==> config.mk <==
export PLATFORM = sky130hd
export DESIGN_NAME = next_pc_gen
export DESIGN_NICKNAME = d
export VERILOG_FILES = /design/src/rtl/next_pc_gen_pkg.sv /design/src/rtl/pc_redirect_latch.sv /design/src/rtl/next_pc_gen.sv
export SDC_FILE = /design/constraint.sdc
export NUM_CORES = 1
export LEC_CHECK = 0
export ABC_AREA = 1
export CORE_MARGIN = 1
export CORE_UTILIZATION = 30
export DETAILED_ROUTE_END_ITERATION = 6
export DONT_BUFFER_PORTS = 1
export GPL_ROUTABILITY_DRIVEN = 0
export PLACE_DENSITY_LB_ADDON = 0.15
export SLEW_MARGIN = 20
export SYNTH_ARGS = -nofsm -noshare
export SYNTH_HDL_FRONTEND = slang
export SYNTH_SLANG_ARGS = --single-unit
==> constraint.sdc <==
create_clock -name clk -period 4 [get_ports clk]
set_input_delay 0.8 -clock clk [delete_from_list [all_inputs] [get_ports clk]]
set_output_delay 0.8 -clock clk [all_outputs]
set_load 0.01 [all_outputs]
==> src/rtl/next_pc_gen_pkg.sv <==
// rtl/next_pc_gen_pkg.sv - shared PC source encoding and reset constant
package next_pc_gen_pkg;

   typedef enum logic [1:0] {
      PC_SRC_SEQ   = 2'b00,
      PC_SRC_PRED  = 2'b01,
      PC_SRC_FLUSH = 2'b10,
      PC_SRC_PEND  = 2'b11
   } pc_src_e;

   localparam logic [31:0] DEFAULT_RESET_VEC = 32'h0000_0000;

   function automatic logic is_misaligned(input logic [1:0] low_bits);
      return low_bits != 2'b00;
   endfunction

endpackage

==> src/rtl/pc_redirect_latch.sv <==
// rtl/pc_redirect_latch.sv - holds a flush target that arrived while the PC could not advance
module pc_redirect_latch
   import next_pc_gen_pkg::*;
#(
   parameter int XLEN = 32
) (
   input  logic            clk,
   input  logic            rst_n,
   input  logic            capture,
   input  logic            drain,
   input  logic [XLEN-1:0] target_in,
   output logic            pending,
   output logic [XLEN-1:0] target
);

   // A later capture simply overwrites the target, so the newest flush wins.
   always_ff @(posedge clk or negedge rst_n) begin
      if (!rst_n) begin
         pending <= 1'b0;
         target  <= '0;
      end else if (capture) begin
         pending <= 1'b1;
         target  <= target_in;
      end else if (drain) begin
         pending <= 1'b0;
      end
   end

endmodule

==> src/rtl/next_pc_gen.sv <==
// rtl/next_pc_gen.sv - fetch PC register with flush, pending redirect and BTB prediction
module next_pc_gen
   import next_pc_gen_pkg::*;
#(
   parameter int              XLEN      = 32,
   parameter logic [XLEN-1:0] RESET_VEC = XLEN'(DEFAULT_RESET_VEC),
   parameter int              PC_INC    = 4
) (
   input  logic            clk,
   input  logic            rst_n,
   input  logic            stall_i,
   input  logic            flush_valid_i,
   input  logic [XLEN-1:0] flush_target_i,
   input  logic            pred_hit_i,
   input  logic [XLEN-1:0] pred_target_i,
   output logic [XLEN-1:0] pc_o,
   output logic [XLEN-1:0] pc_plus_o,
   output logic            pc_valid_o,
   output pc_src_e         pc_src_o,
   output logic            redirect_pending_o,
   output logic            misalign_o
);

   logic            advance;
   logic [XLEN-1:0] pend_target;
   logic [XLEN-1:0] next_pc;
   pc_src_e         next_src;

   // The first edge after reset only raises pc_valid_o, so it behaves like a stall.
   assign advance   = pc_valid_o & ~stall_i;
   assign pc_plus_o = pc_o + XLEN'(PC_INC);

   pc_redirect_latch #(
      .XLEN (XLEN)
   ) u_redirect_latch (
      .clk       (clk),
      .rst_n     (rst_n),
      .capture   (flush_valid_i & ~advance),
      .drain     (advance),
      .target_in (flush_target_i),
      .pending   (redirect_pending_o),
      .target    (pend_target)
   );

   always_comb begin
      next_pc  = pc_plus_o;
      next_src = PC_SRC_SEQ;
      if (flush_valid_i) begin
         next_pc  = flush_target_i;
         next_src = PC_SRC_FLUSH;
      end else if (redirect_pending_o) begin
         next_pc  = pend_target;
         next_src = PC_SRC_PEND;
      end else if (pred_hit_i) begin
         next_pc  = pred_target_i;
         next_src = PC_SRC_PRED;
      end
   end

   always_ff @(posedge clk or negedge rst_n) begin
      if (!rst_n) begin
         pc_o       <= RESET_VEC;
         pc_valid_o <= 1'b0;
         pc_src_o   <= PC_SRC_SEQ;
         misalign_o <= 1'b0;
      end else begin
         pc_valid_o <= 1'b1;
         misalign_o <= 1'b0;
         if (advance) begin
            pc_o       <= next_pc;
            pc_src_o   <= next_src;
            misalign_o <= (next_src != PC_SRC_SEQ) && is_misaligned(next_pc[1:0]);
         end
      end
   end

endmodule

After elaboration in Yosys (flattened, before gate mapping)
Cells that the tools add are included.
W data, S select, Z words.
{"block": "classes", "addsub": 1, "n_mux": 9, "bitwise": 4, "reduce_logical": 4}
{"op": "$mux W32", "n": 3}
{"op": "$add A32 B3 Y32 const B", "n": 1}
{"op": "$reduce_bool A2 Y1", "n": 3}
{"op": "$mux W1", "n": 4}
{"op": "$mux W2", "n": 2}
{"op": "$and A1 B1 Y1", "n": 2}
{"op": "$not A1 Y1", "n": 2}
{"op": "$logic_and A1 B1 Y1", "n": 1}
{"block": "totals", "regBits": 69, "out_inout_bits": 69}

Depth between registers and ports, before layout
Gate-level depths: netlist (run 1).
{"block": "logic_depth", "ltp_word": 7, "depth_mapped": 12, "depth_no_buf": 12}

By module
From an unflattened synthesis (run 1), not the netlist that was laid out.
{"block": "unflattened", "hier_cells": 717, "hier_area_um2": 4700.8}
{"mod": "next_pc_gen", "n_inst": 1, "cells_per_inst": 577, "area_each_um2": 3374.5}
{"mod": "pc_redirect_latch", "n_inst": 1, "cells_per_inst": 140, "area_each_um2": 1326.3}

Worst setup path before layout (run 1)
No wires, ideal clock.
{"block": "synth_path", "path_type": "register to output", "startpoint": "register pc_o[3]", "endpoint": "output pc_plus_o[20]", "t_arrival_ns": 1.304, "path_slack_ns": 1.896, "stages_incl_launch_ff": 7, "n_path_buf": 0, "cell_sequence": "dfrtp_1 -> ha_1 -> nand2_2 -> nor2_4 -> nand3b_1 -> o21ai_1 -> nand2_1"}
{"block": "synth_via", "elab_chain_len": 1}
{"item": "from (decl)", "line": "next_pc_gen.sv:16", "source": "output logic [XLEN-1:0] pc_o,"}
{"item": "from (signal assigned)", "line": "next_pc_gen.sv:70", "source": "pc_o <= next_pc;"}
{"item": "$add A32 B3 Y32", "line": "next_pc_gen.sv:31", "source": "assign pc_plus_o = pc_o + XLEN'(PC_INC);"}
{"item": "to (decl)", "line": "next_pc_gen.sv:17", "source": "output logic [XLEN-1:0] pc_plus_o,"}
No other way between the ends.

Final worst setup path (run 1)
{"block": "layout_path", "startpoint": "register pc_o[3]", "endpoint": "output pc_plus_o[28]"}
Same word-level chain as after synthesis.

==> run summary, run 1 <==
The worst setup path is launched from a flop. Measured against its own limit, the worst slew margin works out to 36.7%. Gates resized during post-CTS repair numbered 0.

The I/O pin total is 138, and the synthesized net count is 743. For the sink count of the clock tree, the log shows 69. The number of violations reported at the end of detailed-routing iteration 0 came out at 249. For this configuration, the core starts out at a cell density of 30.9%. Cell internal power was estimated by the tool at 1.54 mW. Worst flop-to-flop path endpoint: pc_o[20]. The worst register-to-register path has a setup slack of 2000 ps.

Once detail routing completed, the nets flagged for antenna violations numbered 0. The count of max-cap constraint violations was 0; the TritonCTS buffer count was 9. The die extent in y is 124 µm. Net switching is 32.6% of the power.

The number of global-route vias before repair was 4046. The area of the mapped netlist is 4480 µm², and the global routing usage summed across all routing layers is 19.6%. The via count of the routed design is 4195, and the total core area is 14500 µm². After routing, the total negative slack on setup checks comes to 0 ps. The tools report the library cell used as clock root buffer as clkbuf_16.

Timing would allow up to 369 MHz. The most crowded layer after global routing was met1. Summed over all instances, the cell type with the most area after synthesis is dfrtp_1.

The tools report the global-route wire length before repair as 23400 µm. The run gives 0 as the post-CTS setup buffer count. The number of antenna violations at the first check in global routing was 4.

The logs give 1910 ps for the data arrival time of the worst path and 41.5% for the fraction of power consumed by sequential logic. The H-tree generated during clock tree synthesis spans 3 levels. The min-delay analysis places its worst path in the category input pin to asynchronous set/reset pin. Following the worst setup path forward leads to its endpoint at pc_plus_o[28]. Share of the synthesized area in the top cell type: 38.5%. The startpoint of the lowest-slack register-to-register path is pc_o[3]. The later pin in the worst-skew pair is clocked with a latency of 330 ps. The share of layout cells above drive strength 1 is 7.40%, and the clock tree skew after final layout is 12.3 ps. For this design, the CTS-stage hold fixing added 0 buffers. The static leakage power came out at 2.40 nW. Leaving out fill and tap cells, the most frequent cells in the layout are 235 x nand2_1, 72 x inv_1, 71 x nor2_1. After synthesis, the largest family of logic cells by area is simple AND/OR/NAND/NOR gates.

At the worst endpoint, the required time is 3200 ps. For the total length of routed wires, the log shows 14800 µm. Total power for the finished layout comes to 2.28 mW.

Subtracting the final worst setup slack from the clock period gives 2710 ps. The worst path uses 67.7% of the clock period. The post-synthesis average cell area works out to 6.66 µm².

Leaving out fill and tap cells, the most frequent cell in the layout is nand2_1. The die covers 15400 µm². Once layout is done, the placed cells without fillers occupy 4940 µm².

Among all flip-flop cells after synthesis, the most frequent one is dfrtp_1. Summed over all nets, the half-perimeter wirelength after detailed placement is 11000 µm. The logs give 742 µW for the power dissipated by switching net loads and 727 for the number of nets in the finished design.

The clock transition at the register clock pins on the worst setup and hold paths after CTS is 60 ps, and the maximum ir drop on the vdd rail is 0.000170 V. Setup violations remaining at the end of the flow were counted as 0. The maximum clock insertion buffer count came out at 2. The simple-gate share of the synthesized area came out at 33.5%.

The area fraction in compound gates after synthesis is 14.7%. Timing analysis after detailed placement gives a worst setup slack of 1310 ps. In the routed layout, each cell is associated on average with a via count of 4.94.

The number of max-slew violations in the final report was 0; the power density over the cells was 461 nW/µm². The met1 track demand over resource is 28.2%, and the adder-cell share of the synthesized area is 0.279%. TritonCTS built the clock tree. The area share of xor/xnor cells in the synthesized design is 1.17%. By area the synthesized netlist is led by dfrtp_1 39%, nand2_1 20%, inv_1 6.0%, nor2_1 5.9%, a21oi_1 5.0%. The tools report the share of synthesized area occupied by flip-flops and latches as 38.5%. The number of warnings printed during yosys synthesis was 0. Combinational logic burns 18.4% of the power. After detailed routing, the average wire length per cell comes to 17.4 µm. The count of flip-flops with a built-in enable after synthesis was 0; the maximum number of pins on one net before global-route repair was 70.

Async set or reset register ratio after synthesis: 100%. The area growth from synthesis to layout was 10.1%; the count of buffers inserted at the top-level ports was 0. The flow ran to the end, and the final reports show no timing, DRC or antenna violations. The horizontal extent of the die was 124 µm; the number of remaining DRC errors was 0.

The peak fanout along the critical path works out to 5. In this run, distinct cell masters in the synthesized netlist total 32. For the final non-filler cell total, the log shows 849.

Setup repair after global routing left no endpoint under its margin. The placement-stage cell area is 4590 µm², and the number of placed instances, taps included is 830. The first TritonRoute pass finished after 7 iterations.

The share of synthesized area spent on multiplexers came out at 2.26%. The worst-margin pin slew is 949 ps. The worst setup path is captured at an output pin.

The run gives 1290 ps as the final critical-path setup slack. The share of total power dissipated in the clock network is 40.1%. Global routing finished with a remaining overflow of 0.

For this run, global-route usage on met3 was measured as 5.93%. Number of cells traversed by the worst register-to-register path: 10. The total of flip-flops plus latches after synthesis is 69. The launching element of the worst setup path is pc_o[3]. The setup path with the least slack is of type flop to output pin. The run gives 0 as the number of hold violations in the final report. In the global route stage, met2 resource usage came out at 28.1%.

Synthesis produced a netlist whose cell count is 673. The run gives 44 as the floorplan row count.
==> how the worst min path moves through the flow <==
stage	start	to	cells after the start
after floorplan	u_redirect_latch.target[10]	u_redirect_latch.target[10]	2
after global placement	u_redirect_latch.target[29]	u_redirect_latch.target[29]	2
after detailed placement	u_redirect_latch.target[29]	u_redirect_latch.target[29]	2
after CTS	rst_n	misalign_o	0
after global routing	rst_n	pc_valid_o	0
final	rst_n	pc_valid_o	0
==> per-stage QoR <==
stage	hold WS (ps)	utilization, %
after global routing	144	33.9
after detailed placement	473	31.6
final	161	34.0
after CTS	148	33.9
after global placement	466	31.6
after floorplan	453	-
==> per-layer routing <==
metal | wire length [µm] | share of wire (%) | vias to the layer above
met1 | 7100 | 48 | 1952
met4 | 206 | 1.4 | 2
met3 | 1140 | 7.7 | 13
met5 | 13 | 0.088 | -
li1 | - | - | 2105
met2 | 6320 | 43 | 123
==> worst max-delay path, cell delays in order, from the launching register on <==
cell	delay, ps
dfrtp_1	460
ha_1	290
nand2_2	100
nor2_4	210
nand2_2	90
nor2_1	180
nand3_1	120
nand2_1	140
==> area by class of cell <==
type                       instances  area [µm²]
sequential                        69        1730
clock buffer                       9         225
tap                              184         230
fill                            1603        9600
antenna                            3        7.51
multi-input combinational        500        2330
inverter                          74         278
clock inverter                     7         114
timing repair buffer               3        22.5
==> power by group through the flow <==
stage,combinational (mW),clock (mW),sequential [mW]
detailed placement,0.420,0,0.958
floorplan,0.348,0,0.910
CTS,0.423,0.931,0.947
global route,0.480,0.960,0.964
finish,0.419,0.913,0.945
global placement,0.415,0,0.957
==> cells in the mapped netlist, types with 2 or more instances <==
cell type / number
a221oi_1: 4
a22oi_1: 5
o21ai_0: 42
buf_2: 10
o22ai_1: 3
o21ai_1: 12
mux2_2: 9
inv_1: 72
nand3b_1: 3
nand2_4: 2
o211ai_1: 4
nand3_1: 33
a21oi_1: 45
xor2_1: 6
nand2_2: 7
dfrtp_1: 69
nor2_1: 71
clkbuf_1: 14
nor2_4: 5
nor2_2: 5
nand2_1: 235
buf_4: 4
o221ai_1: 4
==> registers in the layout (all words and copies together), names as in the netlist <==
signal / count
u_redirect_latch.target: 32
pc_src_o: 2
pc_o: 32
u_redirect_latch.pending: 1
misalign_o: 1
pc_valid_o: 1
==> cells by family (layout without fill, tap and decap cells) <==
family                   Yosys count  in the layout
multiplexers                       9              9
other                              1              4
adder cells (fa/ha/maj)            1              1
AND/OR/NAND/NOR                  363            363
XOR/XNOR                           6              6
buffers and inverters            104             93
flip-flops                        69             69
AO/OA/AOI/OAI                    120            120
(Power assumes the default switching activity.)
==> run 2: changes to the inputs <==
==> constraint.sdc (replaced) <==
create_clock -name clk -period 2.75 [get_ports clk]
set_input_delay 0.55 -clock clk [delete_from_list [all_inputs] [get_ports clk]]
set_output_delay 0.55 -clock clk [all_outputs]
set_load 0.01 [all_outputs]
==> run 2 against run 1 <==
Effect of this change: routed wire length rose by 2.7%; combinational power increased by 55%; design area grew 0.25%; global-route usage increased by 0.49 points; highest routed layer unchanged; clock skew fell by 5.2 ps.
==> run summary, run 2 (synthesis results as in run 1) <==
The data arrival time of the worst path is 1860 ps (was 1910 ps), and the count of buffers inserted at the top-level ports is 0 (unchanged). The tools report the global routing met3 resource utilization as 6.70% (was 5.93%). The class of the tightest hold or removal check was input pin to asynchronous set/reset pin (unchanged).

The run gives 0 (unchanged) as the post-CTS setup buffer count. The global-route track usage on met2 came out at 28.6% (was 28.1%). Largest registers: pc_o: 32 flops, u_redirect_latch.target: 32 flops, pc_src_o: 2 flops (unchanged).

Die extent in y: 124 µm (unchanged). The run gives 0.000324 V (was 0.000170 V) as the maximum ir drop on the vdd rail. For the number of violations reported at the end of detailed-routing iteration 0, the log shows 348 (was 249). The clock transition at the register clock pins on the worst setup and hold paths after CTS was 60 ps (about the same); the peak fanout along the critical path was 6 (was 5). The final critical-path share of the clock period was 87.8%. The critical path endpoint category is an output pin (unchanged). The run finished with clean final reports. The maximum number of pins on one net before global-route repair was 70 (unchanged); the H-tree depth was 3 (unchanged). The logs give 3 (was 4) for the number of antenna violations at the first check in global routing and 15400 µm² (unchanged) for the area of the die.

The sum of negative setup slack was 0 ps (unchanged); the count of antenna-violating nets left after detailed routing was 0 (unchanged). Timing would allow up to 414 MHz. For the global-route congestion overflow total, the log shows 0 (unchanged). The logs give 11300 µm (was 11000 µm) for the HPWL reported at the end of detailed placement and 34.1% (was 34.0%) for the final core utilization. The area growth from synthesis to layout was 10.4% (was 10.1%). The final critical-path setup slack came out at 336 ps (was 1290 ps). The tools report the endpoint required time on the critical path as 2200 ps (was 3200 ps). The global routing usage summed across all routing layers was 20.1% (was 19.6%); the total length of routed wires was 15200 µm (was 14800 µm). The met1 track demand over resource is 28.9% (was 28.2%), and the worst-margin pin slew is 526 ps (was 949 ps). The final non-filler cell total came out at 852 (was 849).

The tools report the via count of the routed design as 4221 (was 4195). The clock tree skew after final layout came out at 7.04 ps (was 12.3 ps). TritonCTS built the clock tree. The power density over the cells works out to 643 nW/µm² (was 461 nW/µm²). The tools report the setup slack at placement as 673 ps (was 1310 ps). For the TritonCTS buffer count, the log shows 9 (unchanged).

The floorplan row count is 44 (unchanged), and the shortest period the worst path allows is 2410 ps. The run gives 5 (was 7) as the number of optimization iterations in the first detailed-route pass. Cell chain of the critical path: ha_1 -> nand2_2 -> nor2_4 -> nand2_4 -> nor2_2 -> nand3_1 -> nand2_1 (was ha_1 -> nand2_2 -> nor2_4 -> nand2_2 -> nor2_1 -> nand3_1 -> nand2_1).

The post-cts repair resize count was 0 (unchanged); the detailed-route vias per instance was 4.95 (was 4.94). The static leakage power was 2.40 nW (about the same); the number of nets in the finished design was 731 (was 727). For the number of hold violations in the final report, the log shows 0 (unchanged). Leading cell types in the layout, fill and taps excluded: 235 x nand2_1, 72 x inv_1, 71 x nor2_1 (unchanged). The stage delay of the slowest cell on the critical path is 460 ps (about the same), and the number of placed instances, taps included is 833 (was 830). The total core area came out at 14500 µm² (unchanged).

The global-route wire length before repair is 23800 µm (was 23400 µm), and the count of final setup violators is 0 (unchanged). The tools report the clock latency of the later-clocked register in the worst-skew pair as 340 ps (was 330 ps). The run gives 0 (unchanged) as the number of remaining DRC errors. Cell with the largest stage delay on the worst path: dfrtp_1 (unchanged). The library cell used as clock root buffer was clkbuf_16 (unchanged).

Setup repair after global routing left no endpoint under its margin. The I/O pin total is 138 (unchanged), and the share of layout cells above drive strength 1 is 7.67% (was 7.40%). The headroom to the max-slew limit was 64.8% (was 36.7%). The tools report the count of max-cap constraint violations as 0 (unchanged). The sink count of the clock tree is 69 (unchanged), and the horizontal extent of the die is 124 µm (unchanged).

The post-detailed-route wirelength per cell came out at 17.8 µm (was 17.4 µm). The logs give 2 (unchanged) for the maximum clock insertion buffer count and 0 (unchanged) for the number of max-slew violations in the final report. The most common cell after layout, fill and taps aside is nand2_1 (unchanged).

The critical path startpoint category was a flop (unchanged). Worst setup path category: flop to output pin (unchanged). The number of buffers added to fix hold violations after cts is 1 (was 0). The effective utilization at floorplan was 30.9% (unchanged).

The number of global-route vias before repair was 4046 (unchanged). Most crowded layer after global routing: met1 (unchanged).
run 2: per-layer routing:
layer,part of all wire (%),up-vias,routed length [µm]
li1,-,2119,-
met1,49,1970,7370
met2,43,118,6520
met3,7.3,12,1110
met4,1.1,2,162
met5,0.053,-,8
run 2: path summary, 6_finish.rpt:
check,end,from,slack (ps),cells after the start
worst max-delay path,pc_plus_o[30],pc_o[3],340,7
worst min-delay path,pc_valid_o,rst_n,80,1
worst max register to register,pc_o[16],pc_o[3],790,10
worst min register to register,u_redirect_latch.target[10],u_redirect_latch.target[10],490,2
max in group asynchronous,pc_o[23],rst_n,2350,1
min in group clk,pc_src_o[0],flush_valid_i,330,1
run 2: report_power, final:
group | internal, mW | total (mW) | switching (mW)
clock network | 0.720 | 1.16 | 0.443
registers | 1.16 | 1.37 | 0.217
logic | 0.206 | 0.650 | 0.444
total | 2.08 | 3.19 | 1.10
run 2: area by class of cell:
class | instances | area, µm²
Timing Repair Buffer | 7 | 85.1
Clock inverter | 4 | 48.8
Multi-Input combinational cell | 500 | 2330
Sequential cell | 69 | 1730
Fill cell | 1627 | 9580
Antenna cell | 3 | 7.51
Tap cell | 184 | 230
Inverter | 74 | 278
Clock buffer | 11 | 243
run 2: worst max-delay path: cells and delay by family, from the launching register on:
family | cells | cell delay (ps)
AND/OR/NAND/NOR | 6 | 800
flip-flops | 1 | 460
adder cells (fa/ha/maj) | 1 | 270
run 2: stage by stage:
stage          area, µm²  hold slack, ps  total power, mW
6_report            4950            80.2             3.19
2_1_floorplan       4480             254             1.83
3_3_place_gp        4620             256             2.01
4_1_cts             4940             111             3.21
5_1_grt             4940             115             3.38
3_5_place_dp        4620             256             2.02
==> run 3: changes to the inputs <==
--- a/config.mk
+++ b/config.mk
@@ -11,8 +11,10 @@
 export DETAILED_ROUTE_END_ITERATION = 6
 export DONT_BUFFER_PORTS = 1
 export GPL_ROUTABILITY_DRIVEN = 0
+export HOLD_SLACK_MARGIN = 0.15
 export PLACE_DENSITY_LB_ADDON = 0.15
 export SLEW_MARGIN = 20
 export SYNTH_ARGS = -nofsm -noshare
 export SYNTH_HDL_FRONTEND = slang
+export SYNTH_HIERARCHICAL = 1
 export SYNTH_SLANG_ARGS = --single-unit
==> run 3 against run 2 <==
Effect of this change: critical path depth did not move; setup slack got worse by 170 ps; clock skew rose by 0.67 ps; register-to-register slack lost 140 ps.
==> run summary, run 3 <==
Top cells by instance count after synthesis: 301 x nand2_1, 111 x nor2_1, 69 x dfrtp_1 (was 235 x nand2_1, 72 x inv_1, 71 x nor2_1). Count of final setup violators: 0 (unchanged). The maximum ir drop on the vdd rail was 0.000256 V (was 0.000324 V). The post-CTS setup buffer count is 0 (unchanged). The number of warnings printed during yosys synthesis was 6 (was 0); the total length of routed wires was 16300 µm (was 15200 µm).

Total of flip-flops plus latches after synthesis: 69 (unchanged). The tools report the library cell used as clock root buffer as clkbuf_16 (unchanged). Largest registers: pc_o: 32 flops, u_redirect_latch/target: 32 flops, pc_src_o: 2 flops (was pc_o: 32 flops, u_redirect_latch.target: 32 flops, pc_src_o: 2 flops). The most common cell after layout, fill and taps aside was nand2_1 (unchanged). The cell with the largest stage delay on the worst path is dfrtp_1 (unchanged). Class of the tightest hold or removal check: input pin to flop (was input pin to asynchronous set/reset pin). The adder-cell share of the synthesized area was 0.266% (was 0.279%). The capturing element of the worst setup path is pc_plus_o[24] (was pc_plus_o[30]). Number of antenna violations at the first check in global routing: 1 (was 3). TritonCTS built the clock tree. Number of hold violations in the final report: 0 (unchanged). The global-route congestion overflow total is 0 (unchanged), and the global routing usage summed across all routing layers is 20.6% (was 20.1%). Peak fanout along the critical path: 4 (was 6). For the final core utilization, the log shows 33.3% (was 34.1%).

The most common flop cell mapped by yosys is dfrtp_1 (unchanged). The sink count of the clock tree was 69 (unchanged). The data arrival time of the worst path was 2030 ps (was 1860 ps); the HPWL reported at the end of detailed placement was 11700 µm (was 11300 µm).

The horizontal extent of the die is 127 µm (was 124 µm), and the share of the synthesized area in the top cell type is 36.7% (was 38.5%). The I/O pin total was 138 (unchanged). The share of synthesized area spent on multiplexers is 0% (was 2.26%). The area of the die was 16200 µm² (was 15400 µm²). The critical path depth in cells was 7 (unchanged); the number of violations reported at the end of detailed-routing iteration 0 was 376 (was 348). The post-detailed-route wirelength per cell was 17.7 µm (was 17.8 µm). The number of cells traversed by the worst register-to-register path came out at 12 (was 10). Largest cells by area after synthesis: dfrtp_1 37%, nand2_1 24%, nor2_1 8.9%, inv_1 4.1%, nand3_1 3.7% (was dfrtp_1 39%, nand2_1 20%, inv_1 6.0%, nor2_1 5.9%, a21oi_1 5.0%).

Startpoint of the worst hold path: flush_target_i[20]. The share of synthesized area occupied by flip-flops and latches is 36.7% (was 38.5%). The count of unique library cells instantiated by Yosys was 38 (was 32). The area of the multi-input gates is 2520 µm² (was 2330 µm²).

The die extent in y was 127 µm (was 124 µm); the async set or reset register ratio after synthesis was 100% (unchanged). The launching element of the worst setup path is pc_o[3] (unchanged). The stage delay of the slowest cell on the critical path was 460 ps (about the same); the area growth from synthesis to layout was 8.20% (was 10.4%).

The global-route wire length before repair is 25100 µm (was 23800 µm). The flow ran to the end, and the final reports show no timing, DRC or antenna violations. The logs give 2.56 nW (was 2.40 nW) for the static leakage power and 70 (unchanged) for the maximum number of pins on one net before global-route repair.

Cell chain of the critical path: ha_1 -> nand2_2 -> nor2_2 -> nand2_1 -> nor2_1 -> nand3_1 -> nand2_1 (was ha_1 -> nand2_2 -> nor2_4 -> nand2_4 -> nor2_2 -> nand3_1 -> nand2_1). The power density over the cells is 616 nW/µm² (was 643 nW/µm²), and the number of nets in the finished design is 774 (was 731). The register-to-register path setup slack was 650 ps (was 790 ps).

The register area came out at 1730 µm² (unchanged). The area of the mapped netlist was 4700 µm² (was 4480 µm²). The setup slack at placement is 562 ps (was 673 ps), and the count of max-cap constraint violations is 0 (unchanged). Critical path startpoint category: a flop (unchanged). For the number of remaining DRC errors, the log shows 0 (unchanged). The count of antenna-violating nets left after detailed routing was 0 (unchanged). The cell seen most often among critical-path stages was nand2_1.

The logs give 5 (unchanged) for the number of optimization iterations in the first detailed-route pass and 166 ps (was 336 ps) for the final critical-path setup slack. The worst flop-to-flop path endpoint was pc_o[28] (was pc_o[16]). Total core area: 15300 µm² (was 14500 µm²).

Floorplan row count: 45 (was 44). The count of buffers inserted at the top-level ports is 0 (unchanged). The share of layout cells above drive strength 1 is 8.04% (was 7.67%).

The worst setup path category was flop to output pin (unchanged). The clock transition at the register clock pins on the worst setup and hold paths after CTS works out to 60 ps (about the same). The detailed-route vias per instance came out at 4.86 (was 4.95).

The simple-gate share of the synthesized area was 43.0% (was 33.5%); the headroom to the max-slew limit was 51.9% (was 64.8%). The tools report the startpoint of the lowest-slack register-to-register path as pc_o[3] (unchanged). The final critical-path share of the clock period works out to 94.0% (was 87.8%). Setup repair after global routing left no endpoint under its margin. The tools report the total design power as 3.13 mW (was 3.19 mW).

The area fraction in compound gates after synthesis came out at 9.05% (was 14.7%). Biggest area consumer among synthesized cells: dfrtp_1 (unchanged). The TritonCTS buffer count was 9 (unchanged). The number of filler instances in the final layout was 1671 (was 1627). Leading cell types in the layout, fill and taps excluded: 301 x nand2_1, 110 x nor2_1, 69 x dfrtp_1 (was 235 x nand2_1, 72 x inv_1, 71 x nor2_1).

The worst path buffer plus inverter count works out to 0 (unchanged). Maximum achievable frequency: 387 MHz (was 414 MHz). The shortest period the worst path allows works out to 2580 ps (was 2410 ps). Most common cell in the netlist: nand2_1 (unchanged). The clock tree skew after final layout is 7.71 ps (was 7.04 ps), and the via count of the routed design is 4472 (was 4221). The worst hold slack after final layout is 326 ps (was 80.2 ps), and the synthesized net count is 787 (was 743). The area share of xor/xnor cells in the synthesized design was 1.12% (was 1.17%); the H-tree depth was 3 (unchanged). The worst-margin pin slew was 721 ps (was 526 ps). The clock latency of the later-clocked register in the worst-skew pair is 340 ps (about the same). The tools report the effective utilization at floorplan as 30.8% (was 30.9%). The number of max-slew violations in the final report was 0 (unchanged).

The tools report the sum of negative setup slack as 0 ps (unchanged). For the number of placed instances, taps included, the log shows 902 (was 833). The logs give 2200 ps (about the same) for the endpoint required time on the critical path and 5090 µm² (was 4950 µm²) for the cell area after layout. The maximum clock insertion buffer count came out at 2 (unchanged).

The logs give 921 (was 852) for the final non-filler cell total and 4273 (was 4046) for the number of global-route vias before repair. The dominant combinational cell family by area after synthesis is simple AND/OR/NAND/NOR gates (unchanged). The post-synthesis average cell area was 6.56 µm² (was 6.66 µm²). The count of flip-flops with a built-in enable after synthesis came out at 0 (unchanged). The run gives 717 (was 673) as the cell count after synthesis. Critical path endpoint category: an output pin (unchanged).

For the placement-stage cell area, the log shows 4780 µm² (was 4620 µm²). Cell type group with the largest total delay on the critical path: simple AND/OR/NAND/NOR gates (unchanged).
[run 3: changes by cell type in the layout (fill, tap and decap cells not counted), sizes merged, moves of 2 or more]
cell,delta
o211ai,+2
nor2,+41
inv,-20
nand3,+2
a22oi,-2
clkbuf,-2
a21oi,-22
diode,-2
mux2,-9
o21ai,-24
clkinvlp,+3
nand2,+75
[run 3: repair_timing]
item	4_1_cts	5_1_grt
resized for setup	0	0
hold buffers	2	0
hold endpoints to repair	69	0
[run 3: layout make-up]
| class | instances | share of cell area, % |
|---|---|---|
| tap | 211 | 5.19 |
| antenna | 1 | 0.0492 |
| clock buffer | 9 | 4.43 |
| inverter | 54 | 4.13 |
| sequential | 69 | 33.9 |
| clock inverter | 7 | 0.836 |
| timing repair buffer | 8 | 1.87 |
| multi-input combinational | 562 | 49.5 |
[run 3: worst min path at each step]
stage / to / slack, ps / cells past startpoint
floorplan: misalign_o / 250 / 0
global placement: pc_o[25] / 260 / 0
finish: u_redirect_latch/target[20] / 330 / 2
CTS: u_redirect_latch/target[8] / 320 / 2
detailed placement: pc_o[25] / 260 / 0
global route: u_redirect_latch/target[6] / 320 / 2
[run 3: logic make-up (layout without fill, tap and decap cells)]
group,after synthesis,after routing
AO/OA/AOI/OAI,73,73
buffers and inverters,86,78
adder cells (fa/ha/maj),1,1
XOR/XNOR,6,6
flip-flops,69,69
AND/OR/NAND/NOR,481,481
other,1,2
[run 3: where the power goes]
part           total, mW  switching, mW  internal, mW
sequential          1.38          0.227          1.15
clock               1.07          0.467         0.603
combinational      0.680          0.472         0.208
[run 3: worst register-to-register path, delay by kind of cell, from the launching register on]
family,cells,cell delay (ps)
and+or+nand+nor,11,1290
DFF,1,460
adders and majority gates,1,260
[run 3: routing by layer]
layer,global-route usage (%),vias to the layer above,part of all wire (%)
li1,-,2211,-
met4,6.44,0,1.4
met3,5.61,12,7.1
met1,28.8,2108,47
met2,30.9,141,44
met5,0,-,0
